File: src/rtl/uart_cmd_rx.sv
// uart_cmd_rx: 8N1 UART receiver with key-to-command decode and a 4-entry
// show-ahead command FIFO feeding the tetris control block over valid/ready.
module uart_cmd_rx #(
  parameter int CLK_HZ = 50_000_000,
  parameter int BAUD   = 115200
) (
  input  logic       clk,
  input  logic       reset,
  input  logic       uart_rx,
  output logic [7:0] rx_byte,
  output logic       rx_stb,
  output logic [2:0] cmd,
  output logic       cmd_valid,
  input  logic       cmd_ready,
  output logic       overflow,
  output logic [7:0] frame_err_cnt
);

  localparam int CPB   = CLK_HZ / BAUD;
  localparam int CNT_W = $clog2(CPB);

  localparam logic [CNT_W-1:0] CNT_HALF = CNT_W'(CPB / 2 - 1);
  localparam logic [CNT_W-1:0] CNT_LAST = CNT_W'(CPB - 1);

  typedef enum logic [2:0] {
    S_IDLE,
    S_START,
    S_DATA,
    S_STOP,
    S_WAIT_HI
  } rx_state_t;

  // Synchronizer and edge-detect history
  logic rx_meta;
  logic rxs;
  logic rxs_prev;

  // Receiver state
  rx_state_t        state;
  logic [CNT_W-1:0] baud_cnt;
  logic [2:0]       bit_idx;
  logic [7:0]       shift_reg;

  // Decode and FIFO
  logic [2:0] dec_code;
  logic [2:0] mem [4];
  logic [1:0] wr_ptr;
  logic [1:0] rd_ptr;
  logic [2:0] count;
  logic       push;
  logic       pop;
  logic       full;
  logic       push_ok;

  // Bring the asynchronous line into the clock domain; flops idle high so
  // reset release never looks like a start bit.
  // NOTE: sequential state uses non-blocking (<=) so every flop samples the
  // pre-edge value of its neighbours, exactly like the hardware.
  always_ff @(posedge clk or posedge reset) begin
    if (reset) begin
      rx_meta  <= 1'b1;
      rxs      <= 1'b1;
      rxs_prev <= 1'b1;
    end else begin
      rx_meta  <= uart_rx;
      rxs      <= rx_meta;
      rxs_prev <= rxs;
    end
  end

  // Receive FSM: mid-bit sampling, stop-bit framing check, registered strobe.
  always_ff @(posedge clk or posedge reset) begin
    if (reset) begin
      state         <= S_IDLE;
      baud_cnt      <= '0;
      bit_idx       <= '0;
      shift_reg     <= '0;
      rx_byte       <= '0;
      rx_stb        <= 1'b0;
      frame_err_cnt <= '0;
    end else begin
      rx_stb <= 1'b0;
      case (state)
        S_IDLE: begin
          if (rxs_prev && !rxs) begin
            baud_cnt <= '0;
            state    <= S_START;
          end
        end
        S_START: begin
          if (baud_cnt == CNT_HALF) begin
            baud_cnt <= '0;
            if (!rxs) begin
              bit_idx <= '0;
              state   <= S_DATA;
            end else begin
              state <= S_IDLE;
            end
          end else begin
            baud_cnt <= baud_cnt + 1'b1;
          end
        end
        S_DATA: begin
          if (baud_cnt == CNT_LAST) begin
            baud_cnt  <= '0;
            shift_reg <= {rxs, shift_reg[7:1]};
            if (bit_idx == 3'd7) begin
              state <= S_STOP;
            end else begin
              bit_idx <= bit_idx + 1'b1;
            end
          end else begin
            baud_cnt <= baud_cnt + 1'b1;
          end
        end
        S_STOP: begin
          if (baud_cnt == CNT_LAST) begin
            baud_cnt <= '0;
            if (rxs) begin
              rx_byte <= shift_reg;
              rx_stb  <= 1'b1;
              state   <= S_IDLE;
            end else begin
              if (frame_err_cnt != 8'hFF) begin
                frame_err_cnt <= frame_err_cnt + 1'b1;
              end
              state <= S_WAIT_HI;
            end
          end else begin
            baud_cnt <= baud_cnt + 1'b1;
          end
        end
        S_WAIT_HI: begin
          if (rxs) begin
            state <= S_IDLE;
          end
        end
        default: state <= S_IDLE;
      endcase
    end
  end

  // Map printable keys to game commands; 0 means "not a command".
  // NOTE: the default assignment before the case keeps this purely
  // combinational; without it unmatched bytes would infer a latch.
  always_comb begin
    dec_code = 3'd0;
    case (rx_byte)
      8'h61, 8'h41: dec_code = 3'd1;  // a/A  LEFT
      8'h64, 8'h44: dec_code = 3'd2;  // d/D  RIGHT
      8'h73, 8'h53: dec_code = 3'd3;  // s/S  DOWN
      8'h77, 8'h57: dec_code = 3'd4;  // w/W  ROTATE
      8'h20:        dec_code = 3'd5;  // ' '  DROP
      8'h63, 8'h43: dec_code = 3'd6;  // c/C  HOLD
      8'h70, 8'h50: dec_code = 3'd7;  // p/P  PAUSE
      default:      dec_code = 3'd0;
    endcase
  end

  assign push    = rx_stb && (dec_code != 3'd0);
  assign pop     = cmd_valid && cmd_ready;
  assign full    = (count == 3'd4);
  // When full, a simultaneous pop frees the slot the write lands in.
  assign push_ok = push && (!full || pop);

  // Command FIFO: show-ahead, pointers wrap naturally at 2 bits.
  // NOTE: the storage is reset too; it is only 12 bits and cmd must read 0
  // out of reset.
  always_ff @(posedge clk or posedge reset) begin
    if (reset) begin
      for (int i = 0; i < 4; i++) begin
        mem[i] <= 3'd0;
      end
      wr_ptr   <= '0;
      rd_ptr   <= '0;
      count    <= '0;
      overflow <= 1'b0;
    end else begin
      if (push_ok) begin
        mem[wr_ptr] <= dec_code;
        wr_ptr      <= wr_ptr + 1'b1;
      end
      if (push && full && !pop) begin
        overflow <= 1'b1;
      end
      if (pop) begin
        rd_ptr <= rd_ptr + 1'b1;
      end
      case ({push_ok, pop})
        2'b10:   count <= count + 1'b1;
        2'b01:   count <= count - 1'b1;
        default: count <= count;
      endcase
    end
  end

  assign cmd_valid = (count != 3'd0);
  assign cmd       = mem[rd_ptr];

endmodule

File: config.mk
export PLATFORM = sky130hd
export DESIGN_NAME = uart_cmd_rx
export DESIGN_NICKNAME = d
export VERILOG_FILES = /design/src/rtl/uart_cmd_rx.sv
export SDC_FILE = /design/constraint.sdc
export NUM_CORES = 1
export LEC_CHECK = 0
export BUFFER_PORTS_ARGS = -buffer_cell sky130_fd_sc_hd__buf_4
export CORE_UTILIZATION = 45
export DETAILED_ROUTE_END_ITERATION = 7
export GPL_ROUTABILITY_DRIVEN = 0
export PLACE_DENSITY = 0.6
export SYNTH_ARGS = -nofsm -noshare
export SYNTH_HDL_FRONTEND = slang
export SYNTH_SLANG_ARGS = --single-unit
File: constraint.sdc
create_clock -name clk -period 3.3 [get_ports clk]
set_input_delay 0.33 -clock clk [delete_from_list [all_inputs] [get_ports clk]]
set_output_delay 0.33 -clock clk [all_outputs]
set_load 0.01 [all_outputs]
Word level (Yosys, flattened, before mapping):

Cells that the tools add are included.

* output and inout port bits: 22
* logic and storage cells: 122
* bits of input ports: 4
* flip-flop bits (word level): 63

* reduce and logical (&&, ||, !) cells: 30
* add/sub/neg operators: 7
* bitwise logic cells: 3
* equal/unequal tests: 32
* muxes and demuxes: 29
* $lt $le $gt $ge: 3

Operator list (number)
* == test 8 x 7 -> 1 bit, second input constant: 12
* 2-to-1 mux 3 bit: 14
* 2-to-1 mux 9 bit: 3
* one-hot mux 9 bit (3 select lines): 1
* one-hot mux 3 bit (7 select lines): 1
* inequality test 2 bit, second input constant: 8
* one-hot mux 3 bit (5 select lines): 1
* OR reduction 2 bit: 7
* bitwise mux 12 bit: 1
* one-hot mux 3 bit (2 select lines): 2
* adder 9 x 1 -> 9 bit, second input constant: 1
* == test 3 bit, second input constant: 3
* == test 9 x 8 -> 1 bit, second input constant: 1
* == test 9 bit, second input constant: 1
* nonzero test 3 bit: 3
* adder 8 x 1 -> 8 bit, second input constant: 1
* == test 8 x 6 -> 1 bit, second input constant: 1
* inequality test 8 bit, second input constant: 1
* logical AND 1 bit: 7
* adder 3 x 1 -> 3 bit, second input constant: 2
* binary-select mux 3 bit (select 2 bit): 1
* demux 3 bit (select 2 bit): 1
* == test 3 x 2 -> 1 bit, second input constant: 2
* >= comparator 3 bit, second input constant: 2
* 19 further kinds: 27

Logic depth before layout (Yosys ltp):

Gate-level depths: netlist (run 1).

* depth after elaboration: 8
* gate-level depth with buffers: 9

Worst setup path after synthesis (run 1):

OpenSTA, ideal clock, no wires.

* path kind: register to register
* start: reg rx_byte[2]
* end: reg count[2]
* cell stages (with the launch flop): 10
* data arrival time: 2.376 ns
* period minus slack after synthesis: 2.456 ns
* setup time: 0.080 ns
* setup slack: 0.844 ns
* data required time: 3.220 ns
* cells stage by stage: dfrtp_1 buf_6 xor2_1 or3_4 a311oi_4 nor2_1 fa_1 and3_1 mux2i_1 xnor2_1

* cells in the longest elaborated chain, start to end: 8
* elaborated cells between the ends (all ways): 27
* classes of those cells: 15 x eq/ne; 2 x mux; 10 x reduce/logical

RTL lines
* start, declared: line 10 `output logic [7:0] rx_byte,`
* start signal, assigned: line 120 `rx_byte <= shift_reg;`
* == test 8 x 7 -> 1 bit: line 148 `case (rx_byte)`
* OR reduction 2 bit: line 148
* one-hot mux 3 bit (7 select lines) *: line 148
* nonzero test 3 bit *: line 160 `assign push = rx_stb && (dec_code != 3'd0);`
* logical AND 1 bit *: line 160
* logical AND 1 bit *: line 164 `assign push_ok = push && (!full || pop);`
* == test 2 x 1 -> 1 bit or == test 2 bit (tied branches): line 189 `case ({push_ok, pop})`
* one-hot mux 3 bit (2 select lines) or nonzero test 2 bit (tied branches)
* end signal, assigned: line 190 `2'b10: count <= count + 1'b1;`
* end signal, assigned: line 191 `2'b01: count <= count - 1'b1;`
* end signal, assigned: line 192 `default: count <= count;`
* end, declared: line 49 `logic [2:0] count;`

Every way passes the cells marked *; elsewhere a longest branch is shown, timed or not.
A chain may end at the register's enable or synchronous reset.

Final worst setup path (run 1):

* start: reg rx_byte[4]
* end: reg count[2]

Same word-level chain as after synthesis.

==> results of run 1 <==
layer usage:
metal / share of wire / wire [um]
met5: 0 / 0
met4: 0.019 / 107
met3: 0.025 / 137
met2: 0.45 / 2519
met1: 0.50 / 2810
per-stage QoR:
step	hold WS, ns	util
3_5_place_dp	0.3481	0.5072
6_report	0.08018	0.5319
2_1_floorplan	0.3345	-
3_3_place_gp	0.3512	0.5072
4_1_cts	0.07373	0.5319
5_1_grt	0.07568	0.5319
cell families after synthesis:
group           count (synthesis)
compound gates                 35
xor+xnor                       17
fa+ha+maj                      11
buf+inv                        24
flops                          63
mux                            40
simple gates                   85
Yosys cell counts (all sizes together) (2+ instances only):
| library cell | count | area [um^2] |
|---|---|---|
| nand2b | 2 | 12.51 |
| nor3b | 4 | 30.03 |
| a31oi | 2 | 12.51 |
| xor2 | 5 | 43.79 |
| nand4b | 2 | 17.52 |
| nor4 | 3 | 18.77 |
| and3 | 9 | 56.30 |
| mux4 | 3 | 67.56 |
| and4b | 2 | 20.02 |
| a22oi | 2 | 15.01 |
| nor4b | 2 | 17.52 |
| nand2 | 16 | 60.06 |
| nand3 | 12 | 60.06 |
| nor2 | 14 | 52.55 |
| mux2i | 5 | 50.05 |
| a211o | 2 | 17.52 |
| nand3b | 2 | 15.01 |
| a21o | 7 | 53.80 |
| nand4 | 4 | 25.02 |
| o21ai | 10 | 50.04 |
| dfrtp | 60 | 1501 |
| mux2 | 32 | 360.3 |
| ha | 10 | 125.1 |
| nor2b | 2 | 12.51 |
| buf | 4 | 32.53 |
| clkbuf | 8 | 30.03 |
| or3 | 2 | 17.52 |
| nor3 | 6 | 35.03 |
| xnor2 | 12 | 105.1 |
| o22ai | 2 | 12.51 |
| dfstp | 3 | 78.83 |
| a21oi | 6 | 30.03 |
| inv | 12 | 45.04 |
where the power goes:
part           switching, mW  leakage (nW)  internal, mW
combinational          0.114         0.860        0.0744
sequential            0.0532         0.864         0.802
clock                  0.294        0.0861         0.289
total                  0.461          1.81          1.17
path summary, 6_finish.rpt:
path | to | depth (start not counted)
setup / recovery | count[2]$_DFFE_PP0P_ | 9
hold / removal | wr_ptr[1]$_DFFE_PP0P_ | 2
setup reg to reg | count[2]$_DFFE_PP0P_ | 9
hold reg to reg | rxs$_DFF_PP1_ | 0
max in group asynchronous | rxs_prev$_DFF_PP1_ | 3
min in group clk | rx_meta$_DFF_PP1_ | 1
placed cells by master (no fill, tap or decap), drive strengths merged, types with 3 or more instances in the layout:
master	n
nand2	16
nor4	3
inv	12
mux2	32
nand3	12
a21o	7
clkbuf	12
dfrtp	60
nor3	6
nor2	14
o21ai	10
nor3b	4
buf	28
xor2	5
mux4	3
ha	10
xnor2	12
dfstp	3
clkinv	3
a21oi	6
mux2i	5
nand4	4
and3	9
worst max-delay path, delay by kind of cell, from the launching register on:
kind                     cells  cell delay [ns]
AO/OA/AOI/OAI                1             0.27
buffers and inverters        1             0.22
multiplexers                 1             0.15
XOR/XNOR                     2             0.33
flip-flops                   1             0.48
AND/OR/NAND/NOR              3             0.58
adder cells (fa/ha/maj)      1             0.37
final cells by class:
cell class | instances | area share
Inverter | 12 | 0.01247
Clock inverter | 4 | 0.006233
Sequential cell | 63 | 0.4373
Multi-Input combinational cell | 188 | 0.4124
Timing Repair Buffer | 28 | 0.05817
Clock buffer | 12 | 0.04017
Tap cell | 96 | 0.03324
==> flow_results.org, run 1 <==
** Synthesis
- In this run, distinct cell masters in the synthesized netlist total 47.
- Proportion of synthesized flip-flops having asynchronous set or reset :: 1.000
- Fraction of the yosys area taken by sequential cells :: 0.4972
- Warnings, synthesis :: 0
- Post-synthesis compound-gate area fraction :: 0.07638
- Number of nets in the synthesized netlist :: 290
- Of the total synthesized cell area, the portion taken by AND, OR, NAND and NOR gates is 0.1496.
- Post-synthesis instance area :: 3178 um^2
- After synthesis, the largest family of logic cells by area is multiplexers.
- Post-synthesis adder-cell area fraction :: 0.04567
- Of the total synthesized cell area, the portion taken by XOR and XNOR cells is 0.04685.
- Seq cells post-synth :: 63
- Yosys mapped a number of flops with a built-in enable equal to 0.
- Synthesis produced 275 cells.
- Synthesized area per cell :: 11.56 um^2
- Fraction of synthesized area in multiplexers :: 0.1504
- Most used DFF post-synth :: sky130_fd_sc_hd__dfrtp_1

** Worst setup path
- Kind of end point of the critical path :: flip-flop
- Critical path class :: reg2reg
- Among all stages on the critical path, the largest delay is contributed by sky130_fd_sc_hd__dfrtp_1.
- Slack of the worst reg-to-reg path :: 0.82 ns
- Critical path data arrival time :: 2.75 ns
- Tracing the worst setup path back leads to its startpoint at rx_byte[4]$_DFFE_PP0P_.
- Delay of the slowest cell on the worst path :: 0.48 ns
- Kind of start point of the critical path :: flip-flop
- STA puts the critical path data required time at 3.57 ns.
- Sequence of cells on the critical path :: xor2_1 > or3_4 > a311oi_4 > buf_4 > nor2_1 > fa_1 > and3_1 > mux2i_1 > xnor2_1
- Worst R2R Start :: rx_byte[4]$_DFFE_PP0P_
- Crit Path Max Fanout :: 9

** Clock tree
- Clock network latency to the later pin of the worst-skew pair :: 0.35 ns
- After clock tree synthesis, the clock-pin slew on the worst setup and hold paths is 0.08 ns.
- The clock net in this run drives a total of 63 sinks.
- PostCTS Resize Cnt :: 0
- No sink is reached through more buffers than the 2 on the longest clock path.
- TritonCTS created 9 clock buffers.
- TritonCTS clock tree :: built
- The number of hold buffers added after CTS was 0.
- Post-CTS setup-driven buffer insertion count :: 0
- Htree depth :: 3
- Clock tree synthesis selected as its root buffer the cell sky130_fd_sc_hd__clkbuf_8.

** Power and ir drop
- Cell leakage power :: 1.810 nW
- Overall power :: 1.627 mW
- Dividing total power by cell area gives a power density of 450.2 nW/um^2.
- Max rail drop VDD :: 0.2976 mV

** Global route
- In the global route stage, met1 resource usage came out at 0.2383.
- For met2 alone, demand over resource in global routing was 0.2590.
- The first global-routing pass estimated 9880 um of wire.
- Initial antenna violation count :: 0
- Number of global-route vias before repair :: 2063
- Total routing usage reported by global routing :: 0.1735
- Entering global routing, the biggest net connects 32 pins.
- Most Crowded Layer GR :: met2
- Total congestion overflow after global routing :: 0
- In the global route stage, met3 resource usage came out at 0.03272.

** Die
- In this run the count of I/O pins placed on the die edge is 26.
- Die W :: 86.04 um
- The floorplan has 30 rows.
- Area of the die :: 7402 um^2
- The region available for standard cell placement spans 6794 um^2.
- The die is 86.04 um tall.
- The initial utilization of the core area, before any placement, comes to 0.4678.

** Detailed routing
- The first detailed-routing pass took 5 iterations.
- After detailed routing, the total wire length is 5574 um.
- In this run the remaining antenna-violating nets after routing total 0.
- Starting DRT DRC Count :: 85
- Post-detailed-route wirelength per cell :: 13.83 um
- Vias :: 2096
- Via count normalized by instance count :: 5.201
- Remaining DRCs :: 0

** STA
- Setup repair after global routing missed its margin :: false
- For the final database, setup skew stands at 0.01257 ns.
- The smallest clock period supported by the final layout is computed as 2.476 ns.
- Transition time of the tightest slew-check pin :: 0.6520 ns
- Setup violations remaining at the end of the flow were counted as 0.
- For this run, the top clock speed supported by timing is 403.8 MHz.
- Setup slack closes at 0.8237 ns.
- Final Hold Vio Count :: 0
- In the final timing run, aggregate negative setup slack is 0 ns.
- Dividing the final minimum period by the clock period gives 0.7504.
- In this run the tightest slew margin relative to its limit is 0.5647.
- The count of pins over their slew limit is 0.

** Cells and area
- Leaving out filler cells and counting taps, the final layout contains 403.
- Summing all non-filler instances in the final layout gives an area of 3613 um^2.
- Fraction of final layout cells with drive strength greater than 1 :: 0.2769
- The repair_antennas step left the layout with diodes totalling 0.
- Footprint of the multi-input gates :: 1490 um^2
- The register with the most flip-flops in the layout has 12 of them.
- The layout has 606 filler cells.
- Synth-to-Final Area Change :: 13.70%
- Registers with the most flip-flops :: mem: 12 flops, baud_cnt: 9 flops
- Register cell area after layout :: 1580 um^2
- For this run, the post-layout net count is 317.
- Register with the most flip-flops :: mem

** Outcome
- Outcome :: finished clean

** Placed design
- Half-perimeter wire length after detailed placement :: 3938 um
- Buffers placed on the I/O ports in this run total 25.
- Setup slack after placement :: 0.8154 ns
- Once placement finished, the instance area stood at 3446 um^2.
- In this run, placement finished with an instance count of 387.

** Worst hold path
- The min-delay analysis places its worst path in the category in2async.

** Job
- Total of max-cap violations :: 0
(Power assumes the default switching activity.)
==> run 2, diff against run 1 <==
--- a/config.mk
+++ b/config.mk
@@ -5,11 +5,12 @@
 export SDC_FILE = /design/constraint.sdc
 export NUM_CORES = 1
 export LEC_CHECK = 0
+export ABC_AREA = 1
 export BUFFER_PORTS_ARGS = -buffer_cell sky130_fd_sc_hd__buf_4
 export CORE_UTILIZATION = 45
 export DETAILED_ROUTE_END_ITERATION = 7
 export GPL_ROUTABILITY_DRIVEN = 0
-export PLACE_DENSITY = 0.6
+export PLACE_DENSITY = 0.62
 export SYNTH_ARGS = -nofsm -noshare
 export SYNTH_HDL_FRONTEND = slang
 export SYNTH_SLANG_ARGS = --single-unit
==> constraint.sdc (replaced) <==
create_clock -name clk -period 2.17 [get_ports clk]
set_input_delay 0.217 -clock clk [delete_from_list [all_inputs] [get_ports clk]]
set_output_delay 0.217 -clock clk [all_outputs]
set_load 0.01 [all_outputs]
==> run 2 against run 1 <==
Effect of this change:
- global-route usage increased by 1.1 points
- maximum frequency rose by 28%
- sequential cell count is the same
==> flow_results.org, run 2 <==
** STA
- The count of pins over their slew limit is 0 (unchanged).
- Slew headroom :: 0.6488 (+0.08417)
- Setup repair after global routing missed its margin :: false
- The minimum setup slack in the final design came to 0.2369 ns (-0.5868 ns).
- Post-route minimum period :: 1.933 ns (-0.5432 ns)
- Final Hold Vio Count :: 0 (unchanged)
- The highest clock frequency the design can meet came to 517.3 MHz (+28%).
- Total of endpoints with negative setup slack in the final report :: 0 (unchanged)
- The part of the cycle the worst path needs was 0.8908 (+0.1404).
- The total negative slack for setup checks came to 0 ns (unchanged).
- The measured slew at the worst slew-check pin is 0.5256 ns (-0.1264 ns).
- Worst clock skew on the final layout :: 0.009795 ns (-0.002779 ns)

** Clock tree
- The number of buffers on the longest clock path came to 2 (unchanged).
- The number of clock sinks is 63 (unchanged).
- The clock input transition at the sequential cells of the worst setup and hold paths is 0.07 ns (about the same).
- TritonCTS built the clock tree.
- Number of CTS-inserted buffers :: 9 (unchanged)
- The H-tree depth reported by CTS is 3 (unchanged).
- CTS placed an instance of sky130_fd_sc_hd__clkbuf_8 at the clock tree root.
- The clock insertion delay at the later pin of the skew report came to 0.34 ns (about the same).

** Global route
- Initial antenna violation count :: 0 (unchanged)
- The first-pass GRT wire length is 10380 um (+5.1%).
- Pin count of the biggest net entering global routing :: 64 (+100%)
- The via count of the first global-routing pass is 2270 (+10%).
- Total congestion overflow after global routing :: 0 (unchanged)
- Total routing usage reported by global routing :: 0.1848 (+0.01130)

** Detailed routing
- The number of nets with antenna violations after detailed routing was 0 (unchanged).
- The via-per-instance ratio came to 5.017 (-3.5%).
- Routed wire length :: 6012 um (+7.9%)
- Post-detailed-route wirelength per cell :: 12.45 um (-10%)
- Vias :: 2423 (+16%)
- The total DRC errors in the routed layout is 0 (unchanged).
- The violation count after the first detailed-route iteration was 129 (+52%).
- Router iterations before antenna repair :: 5 (unchanged)

** Cells and area
- Flip-flop count of the largest register, all copies and words added :: 12 (unchanged)
- The number of nets in the layout is 416 (+31%).
- In the layout the commonest cells are 95 x sky130_fd_sc_hd__nand2_1, 60 x sky130_fd_sc_hd__dfrtp_1, 33 x sky130_fd_sc_hd__inv_1, 33 x sky130_fd_sc_hd__nor2_1, 28 x sky130_fd_sc_hd__buf_4.
- In the final layout, the registers with the most flip-flops are mem: 12 flops, baud_cnt: 9 flops.
- Commonest non-fill, non-tap cell in the layout :: sky130_fd_sc_hd__nand2_1
- Register with the most flip-flops :: mem
- Layout filler cell count :: 595 (-1.8%)
- Relative to the synthesized area, the layout overhead comes to 20.01%.
- Footprint of the multi-input gates :: 1388 um^2 (-6.9%)
- The count of antenna diodes in the layout came to 0 (unchanged).
- The sequential standard cell area is 1580 um^2 (unchanged).
- Fraction of final layout cells with drive strength greater than 1 :: 0.1995 (-0.07737)

** Synthesis
- Number of nets in the synthesized netlist :: 377 (+30%)
- The number of warning messages in the yosys log is 0 (unchanged).
- The number of storage elements in the synthesis netlist is 63 (unchanged).
- Ranking of synthesized cells by area :: sky130_fd_sc_hd__dfrtp_1 48%, sky130_fd_sc_hd__nand2_1 12%, sky130_fd_sc_hd__nor2_1 4.3%, sky130_fd_sc_hd__inv_1 4.2%, sky130_fd_sc_hd__ha_1 4.0%
- Cell count after synthesis :: 362 (+32%)
- Most used DFF post-synth :: sky130_fd_sc_hd__dfrtp_1
- Synthesized area per cell :: 8.620 um^2 (-25%)
- Post-synthesis instance area :: 3120 um^2 (-1.8%)
- The number of enable flip-flop cells after synthesis came to 0 (unchanged).
- By instance count, the leading cell after synthesis is sky130_fd_sc_hd__nand2_1.
- The count of cell types in the netlist was 36 (-23%).
- Biggest area consumer among synthesized cells :: sky130_fd_sc_hd__dfrtp_1
- Ranked by instance count, the synthesized netlist is headed by 98 x sky130_fd_sc_hd__nand2_1, 60 x sky130_fd_sc_hd__dfrtp_1, 36 x sky130_fd_sc_hd__nor2_1, 35 x sky130_fd_sc_hd__inv_1, 19 x sky130_fd_sc_hd__o21ai_1.
- Proportion of synthesized flip-flops having asynchronous set or reset :: 1.000 (unchanged)
- The sequential area share after synthesis was 0.5064 (+0.009171).
- The fraction of synthesized cell area taken by the top area cell type is 0.4812 (+0.008714).

** Die
- The effective utilization at floorplan was 0.4778 (+0.01001).
- Area of the die :: 7272 um^2 (-1.8%)
- Number of core rows :: 29 (-3.3%)
- The count of boundary I/O pins came to 26 (unchanged).
- The area inside the core boundary is 6531 um^2 (-3.9%).
- Die outline height :: 85.28 um (-0.88%)
- Die W :: 85.28 um (-0.88%)

** Job
- The number of maximum-capacitance violations is 0 (unchanged).

** Placed design
- The post-DP HPWL is 4252 um (+8.0%).
- The worst slack after detailed placement came to 0.1107 ns (-0.7047 ns).
- The number of buffer cells added on primary ports came to 25 (unchanged).

** Worst setup path
- Critical path class :: reg2reg
- Kind of end point of the critical path :: flip-flop
- Required time worst endpoint :: 2.46 ns (-1.11 ns)
- The largest fanout on the critical path is 5 (-4).
- Kind of start point of the critical path :: flip-flop
- Critical path data arrival time :: 2.22 ns (-0.53 ns)

** Power and ir drop
- Cell internal pwr :: 2.331 mW (+100%)
- Cell leakage power :: 1.929 nW (+6.6%)
- The peak supply drop is 0.7067 mV (+140%).
- The switching power is 891.4 uW (+93%).
- The proportion of total power due to net switching was 0.2767 (-0.006949).
- Flop pwr share :: 0.404 (-0.121)
- Power share of the combinational group :: 0.168 (+0.052)
- The clock network fraction of total power was 0.428 (+0.069).
- The total power divided by cell area is 860.4 nW/um^2 (+91%).

** Outcome
- The flow ran to the end, and the final reports show no timing, DRC or antenna violations.

** Worst hold path
- The min-delay analysis places its worst path in the category in2reg.
-- run 2: worst paths after layout --
kind | slack (ns) | from | endpoint | cells past startpoint
min reg2reg | 0.36 | rx_meta$_DFF_PP1_ | rxs$_DFF_PP1_ | 0
min | 0.31 | cmd_ready | overflow$_DFFE_PP0P_ | 4
max | 0.24 | rx_byte[0]$_DFFE_PP0P_ | count[1]$_DFFE_PP0P_ | 13
min in group asynchronous | 0.49 | reset | frame_err_cnt[6]$_DFFE_PP0P_ | 4
max reg2reg | 0.24 | rx_byte[0]$_DFFE_PP0P_ | count[1]$_DFFE_PP0P_ | 13
max in group asynchronous | 1.37 | reset | rx_meta$_DFF_PP1_ | 4
-- run 2: layout make-up --
class / instances / share of cell area
Timing Repair Buffer: 31 / 0.06682
Clock buffer: 11 / 0.03775
Inverter: 42 / 0.04277
Multi-Input combinational cell: 254 / 0.3705
Clock inverter: 5 / 0.03441
Sequential cell: 63 / 0.4220
Tap cell: 77 / 0.02573
-- run 2: routing by layer --
layer  vias up  share of wire  global-route usage  routed length [um]
li1       1247              -                   -                   -
met1      1125           0.47              0.2336                2851
met2        39           0.47              0.3028                2845
met3        12          0.030             0.03599                 179
met4         0          0.022             0.09545                 135
met5         -              0                   0                   0
-- run 2: cell families after synthesis --
group | synth area share
adders and majority gates | 0.04651
DFF | 0.5064
and+or+nand+nor | 0.2707
xor gates and xnor gates | 0.02807
muxes | 0.003608
buffers and inverters | 0.05774
AOI/OAI and AO/OA | 0.08701
-- run 2: repair_timing --
item                                    4_1_cts  5_1_grt
buffers inserted                              0        1
gates resized for setup                       0       10
hold buffers                                  2        0
hold endpoints to repair                     61        0
endpoints found under the setup margin        0        2
-- run 2: power by group through the flow --
| stage | clock network [mW] | registers, mW | logic, mW |
|---|---|---|---|
| after floorplan | 0 | 1.31 | 0.416 |
| after global placement | 0 | 1.32 | 0.527 |
| after detailed placement | 0 | 1.32 | 0.542 |
| after CTS | 1.41 | 1.30 | 0.550 |
| after global routing | 1.46 | 1.31 | 0.627 |
| final | 1.38 | 1.30 | 0.542 |
-- run 2: through the flow --
step / cell area, um^2 / total power [mW] / hold slack (ns) / instances / utilization
CTS: 3710 / 3.260 / 0.2905 / 482 / 0.5680
detailed placement: 3420 / 1.866 / 0.3242 / 464 / 0.5236
finish: 3745 / 3.222 / 0.3054 / 483 / 0.5734
global route: 3745 / 3.398 / 0.3298 / 483 / 0.5734
global placement: 3420 / 1.845 / 0.3203 / 464 / 0.5236
floorplan: 3120 / 1.726 / 0.2215 / 362 / -
-- run 2: critical path, cell delays in order (launching register included) --
cell	delay [ns]
sky130_fd_sc_hd__dfrtp_1	0.41
sky130_fd_sc_hd__inv_1	0.09
sky130_fd_sc_hd__nand2_1	0.09
sky130_fd_sc_hd__nor2_2	0.13
sky130_fd_sc_hd__nand2_1	0.09
sky130_fd_sc_hd__nand2_2	0.10
sky130_fd_sc_hd__nor2_4	0.05
sky130_fd_sc_hd__nand2_2	0.09
sky130_fd_sc_hd__nand2_4	0.08
sky130_fd_sc_hd__nand2_2	0.08
sky130_fd_sc_hd__inv_1	0.05
sky130_fd_sc_hd__fa_2	0.51
sky130_fd_sc_hd__nand2_1	0.05
sky130_fd_sc_hd__nand2_1	0.06
==> run 3, diff against run 2 <==
--- a/config.mk
+++ b/config.mk
@@ -8,6 +8,7 @@
 export ABC_AREA = 1
 export BUFFER_PORTS_ARGS = -buffer_cell sky130_fd_sc_hd__buf_4
 export CORE_UTILIZATION = 45
+export CTS_BUF_LIST = sky130_fd_sc_hd__clkbuf_8 sky130_fd_sc_hd__clkbuf_16
 export DETAILED_ROUTE_END_ITERATION = 7
 export GPL_ROUTABILITY_DRIVEN = 0
 export PLACE_DENSITY = 0.62
==> run 3 against run 2 <==
Effect of this change:
- routed wire length is essentially flat
- setup slack is the same
- register-to-register slack is essentially flat
- maximum frequency is the same
- critical endpoint unchanged
- hold slack is the same
- non-clock buffer count is the same
- sequential power is essentially flat
- sequential share of layout area is the same
- via count is the same
- critical path depth is the same
==> flow_results.org, run 3 (synthesis gave the netlist of run 2 again) <==
** Detailed routing
- Via count normalized by instance count :: 5.017 (unchanged)
- The overall via count from detail_route came to 2423 (unchanged).
- The length of the first detailed-routing pass in iterations is 5 (unchanged).
- The total DRC errors in the routed layout is 0 (unchanged).
- The average wire per cell in the routed design came to 12.45 um (about the same).
- The violation count after the first detailed-route iteration came to 129 (unchanged).
- Count of nets left with antenna violations after detail routing :: 0 (unchanged)
- The routed wire length was 6013 um (about the same).

** Worst hold path
- The path class of the tightest hold or removal check is in2reg.

** Outcome
- The run finished with clean final reports.

** Clock tree
- The clock insertion delay at the later pin of the skew report is 0.34 ns (about the same).
- TritonCTS built the clock tree.
- The number of buffers on the longest clock path was 2 (unchanged).
- The total clock buffers created by CTS is 9 (unchanged).
- Cell at the root of the clock tree :: sky130_fd_sc_hd__clkbuf_8
- Number of clock sinks :: 63 (unchanged)
- CTS clk-pin slew, worst paths :: 0.07 ns (about the same)
- Htree depth :: 3 (unchanged)

** Global route
- In this run the most used layer during global routing was met2.
- The pin count of the biggest net entering global routing is 64 (unchanged).
- The number of antenna violations at the first check in global routing is 0 (unchanged).
- GR Util met3 :: 0.03599 (unchanged)
- The global route total overflow is 0 (unchanged).
- Total routing usage reported by global routing :: 0.1848 (unchanged)
- The met1 usage in global routing was 0.2336 (unchanged).
- Number of global-route vias before repair :: 2270 (unchanged)
- The global-route met2 utilization was 0.3028 (unchanged).
- The first-pass GRT wire length was 10380 um (unchanged).

** Worst setup path
- Critical path data arrival time :: 2.22 ns (about the same)
- Crit Path Max Fanout :: 5 (unchanged)
- The worst setup path is launched from a flip-flop.
- The data required time at the worst endpoint came to 2.46 ns (about the same).
- The critical path in this run is classified as reg2reg.
- Kind of end point of the critical path :: flip-flop

** STA
- Max-slew violations :: 0 (unchanged)
- The measured slew at the worst slew-check pin is 0.5254 ns (-0.0001476 ns).
- Worst clock skew on the final layout :: 0.009795 ns (unchanged)
- The part of the cycle the worst path needs was 0.8908 (unchanged).
- The headroom to the max-slew limit was 0.6489 (about the same).
- The final critical-path required period is 1.933 ns (unchanged).
- Final Hold Vio Count :: 0 (unchanged)
- Summed negative setup slack over all endpoints :: 0 ns (unchanged)
- Final worst hold slack :: 0.3054 ns (unchanged)
- Setup repair after global routing left no endpoint under its margin.
- The highest clock frequency the design can meet was 517.3 MHz (unchanged).
- Total of endpoints with negative setup slack in the final report :: 0 (unchanged)

** Power and ir drop
- The clock network fraction of total power was 0.427 (about the same).
- Max rail drop VDD :: 0.7067 mV (about the same)
- Flop pwr share :: 0.405 (about the same)
- The proportion of total power due to net switching was 0.2772 (+0.0005490).
- Cell internal pwr :: 2.326 mW (-0.20%)
- Power density normalized to cell area :: 859.3 nW/um^2 (-0.13%)
- Cell leakage power :: 1.934 nW (+0.21%)
- Sw power :: 892.1 uW (about the same)
- Power share of the combinational group :: 0.168 (about the same)

** Cells and area
- The flip-flop count of the largest register, all copies and words added is 12 (unchanged).
- Count of non-filler cells in the finished layout :: 483 (unchanged)
- Final net count :: 416 (unchanged)
- In the layout the commonest cells are 95 x sky130_fd_sc_hd__nand2_1, 60 x sky130_fd_sc_hd__dfrtp_1, 34 x sky130_fd_sc_hd__inv_1.
- The filler cell count in the final layout was 595 (unchanged).
- Register with the most flip-flops :: mem
- The area growth from synthesis to layout is 20.01% (unchanged).
- Fraction of final layout cells with drive strength greater than 1 :: 0.1995 (unchanged)
- Number of inserted diodes :: 0 (unchanged)
- Commonest non-fill, non-tap cell in the layout :: sky130_fd_sc_hd__nand2_1
- Registers with the most flip-flops :: mem: 12 flops, baud_cnt: 9 flops

** Die
- The height of the chip came to 85.28 um (unchanged).
- Area of the die :: 7272 um^2 (unchanged)
- Starting utilization of the core area :: 0.4778 (unchanged)
- The area inside the core boundary is 6531 um^2 (unchanged).
- The row count is 29 (unchanged).
- Die W :: 85.28 um (unchanged)
- The count of boundary I/O pins is 26 (unchanged).

** Placed design
- The instance count after placement with tap cells included is 464 (unchanged).
- The post-DP HPWL came to 4252 um (unchanged).
- The number of buffer cells added on primary ports is 25 (unchanged).

** Job
- Total of max-cap violations :: 0 (unchanged)
run 3: changes by cell type in the layout (fill, tap and decap cells not counted):
| cell | before | now |
|---|---|---|
| sky130_fd_sc_hd__clkbuf_1 | 1 | 0 |
| sky130_fd_sc_hd__inv_1 | 33 | 34 |
run 3: final timing paths:
path | from | end | slack (ns) | cells past startpoint
worst min register to register | rx_meta$_DFF_PP1_ | rxs$_DFF_PP1_ | 0.36 | 0
worst min-delay path | cmd_ready | overflow$_DFFE_PP0P_ | 0.31 | 4
max in group asynchronous | reset | rx_meta$_DFF_PP1_ | 1.37 | 4
min in group asynchronous | reset | frame_err_cnt[6]$_DFFE_PP0P_ | 0.49 | 4
worst max register to register | rx_byte[0]$_DFFE_PP0P_ | count[1]$_DFFE_PP0P_ | 0.24 | 13
worst max-delay path | rx_byte[0]$_DFFE_PP0P_ | count[1]$_DFFE_PP0P_ | 0.24 | 13
run 3: final cells by class:
class	count	area, um^2	area share
inverter	42	160.2	0.04277
sequential	63	1580	0.4220
tap	77	96.34	0.02573
clock inverter	6	132.6	0.03542
timing repair buffer	31	250.2	0.06682
clock buffer	10	137.6	0.03675
multi-input combinational	254	1388	0.3705
run 3: power by group through the flow:
stage               Sequential (mW)  Combinational [mW]  Clock [mW]
finish                         1.30               0.542        1.37
floorplan                      1.31               0.416           0
CTS                            1.30               0.550        1.40
global placement               1.32               0.527           0
detailed placement             1.32               0.542           0
global route                   1.31               0.627        1.45
run 3: repair_timing:
item	in CTS	in global routing
hold buffers	2	0
setup buffers	0	1
endpoints found under the hold margin	61	0
setup endpoints to repair	0	2
gates resized for setup	0	10
run 3: critical path: stages (launching register included):
cell and delay (ns):
sky130_fd_sc_hd__dfrtp_1 0.41, sky130_fd_sc_hd__inv_1 0.09, sky130_fd_sc_hd__nand2_1 0.09, sky130_fd_sc_hd__nor2_2 0.13, sky130_fd_sc_hd__nand2_1 0.09, sky130_fd_sc_hd__nand2_2 0.10, sky130_fd_sc_hd__nor2_4 0.05, sky130_fd_sc_hd__nand2_2 0.09
sky130_fd_sc_hd__nand2_4 0.08, sky130_fd_sc_hd__nand2_2 0.08, sky130_fd_sc_hd__inv_1 0.05, sky130_fd_sc_hd__fa_2 0.51, sky130_fd_sc_hd__nand2_1 0.05, sky130_fd_sc_hd__nand2_1 0.06
run 3: per-stage QoR:
stage | instance area [um^2] | util | power [mW] | worst slack (ns)
after floorplan | 3120 | - | 1.726 | 0.2237
after global placement | 3420 | 0.5236 | 1.845 | 0.1647
after detailed placement | 3420 | 0.5236 | 1.866 | 0.1107
after CTS | 3710 | 0.5680 | 3.256 | 0.09120
after global routing | 3745 | 0.5734 | 3.393 | 0.01959
final | 3745 | 0.5734 | 3.218 | 0.2369
run 3: routing by layer:
metal / part of all wire / up-vias
met5: 0 / -
met4: 0.022 / 0
met3: 0.030 / 12
met2: 0.47 / 39
met1: 0.47 / 1125
li1: - / 1247
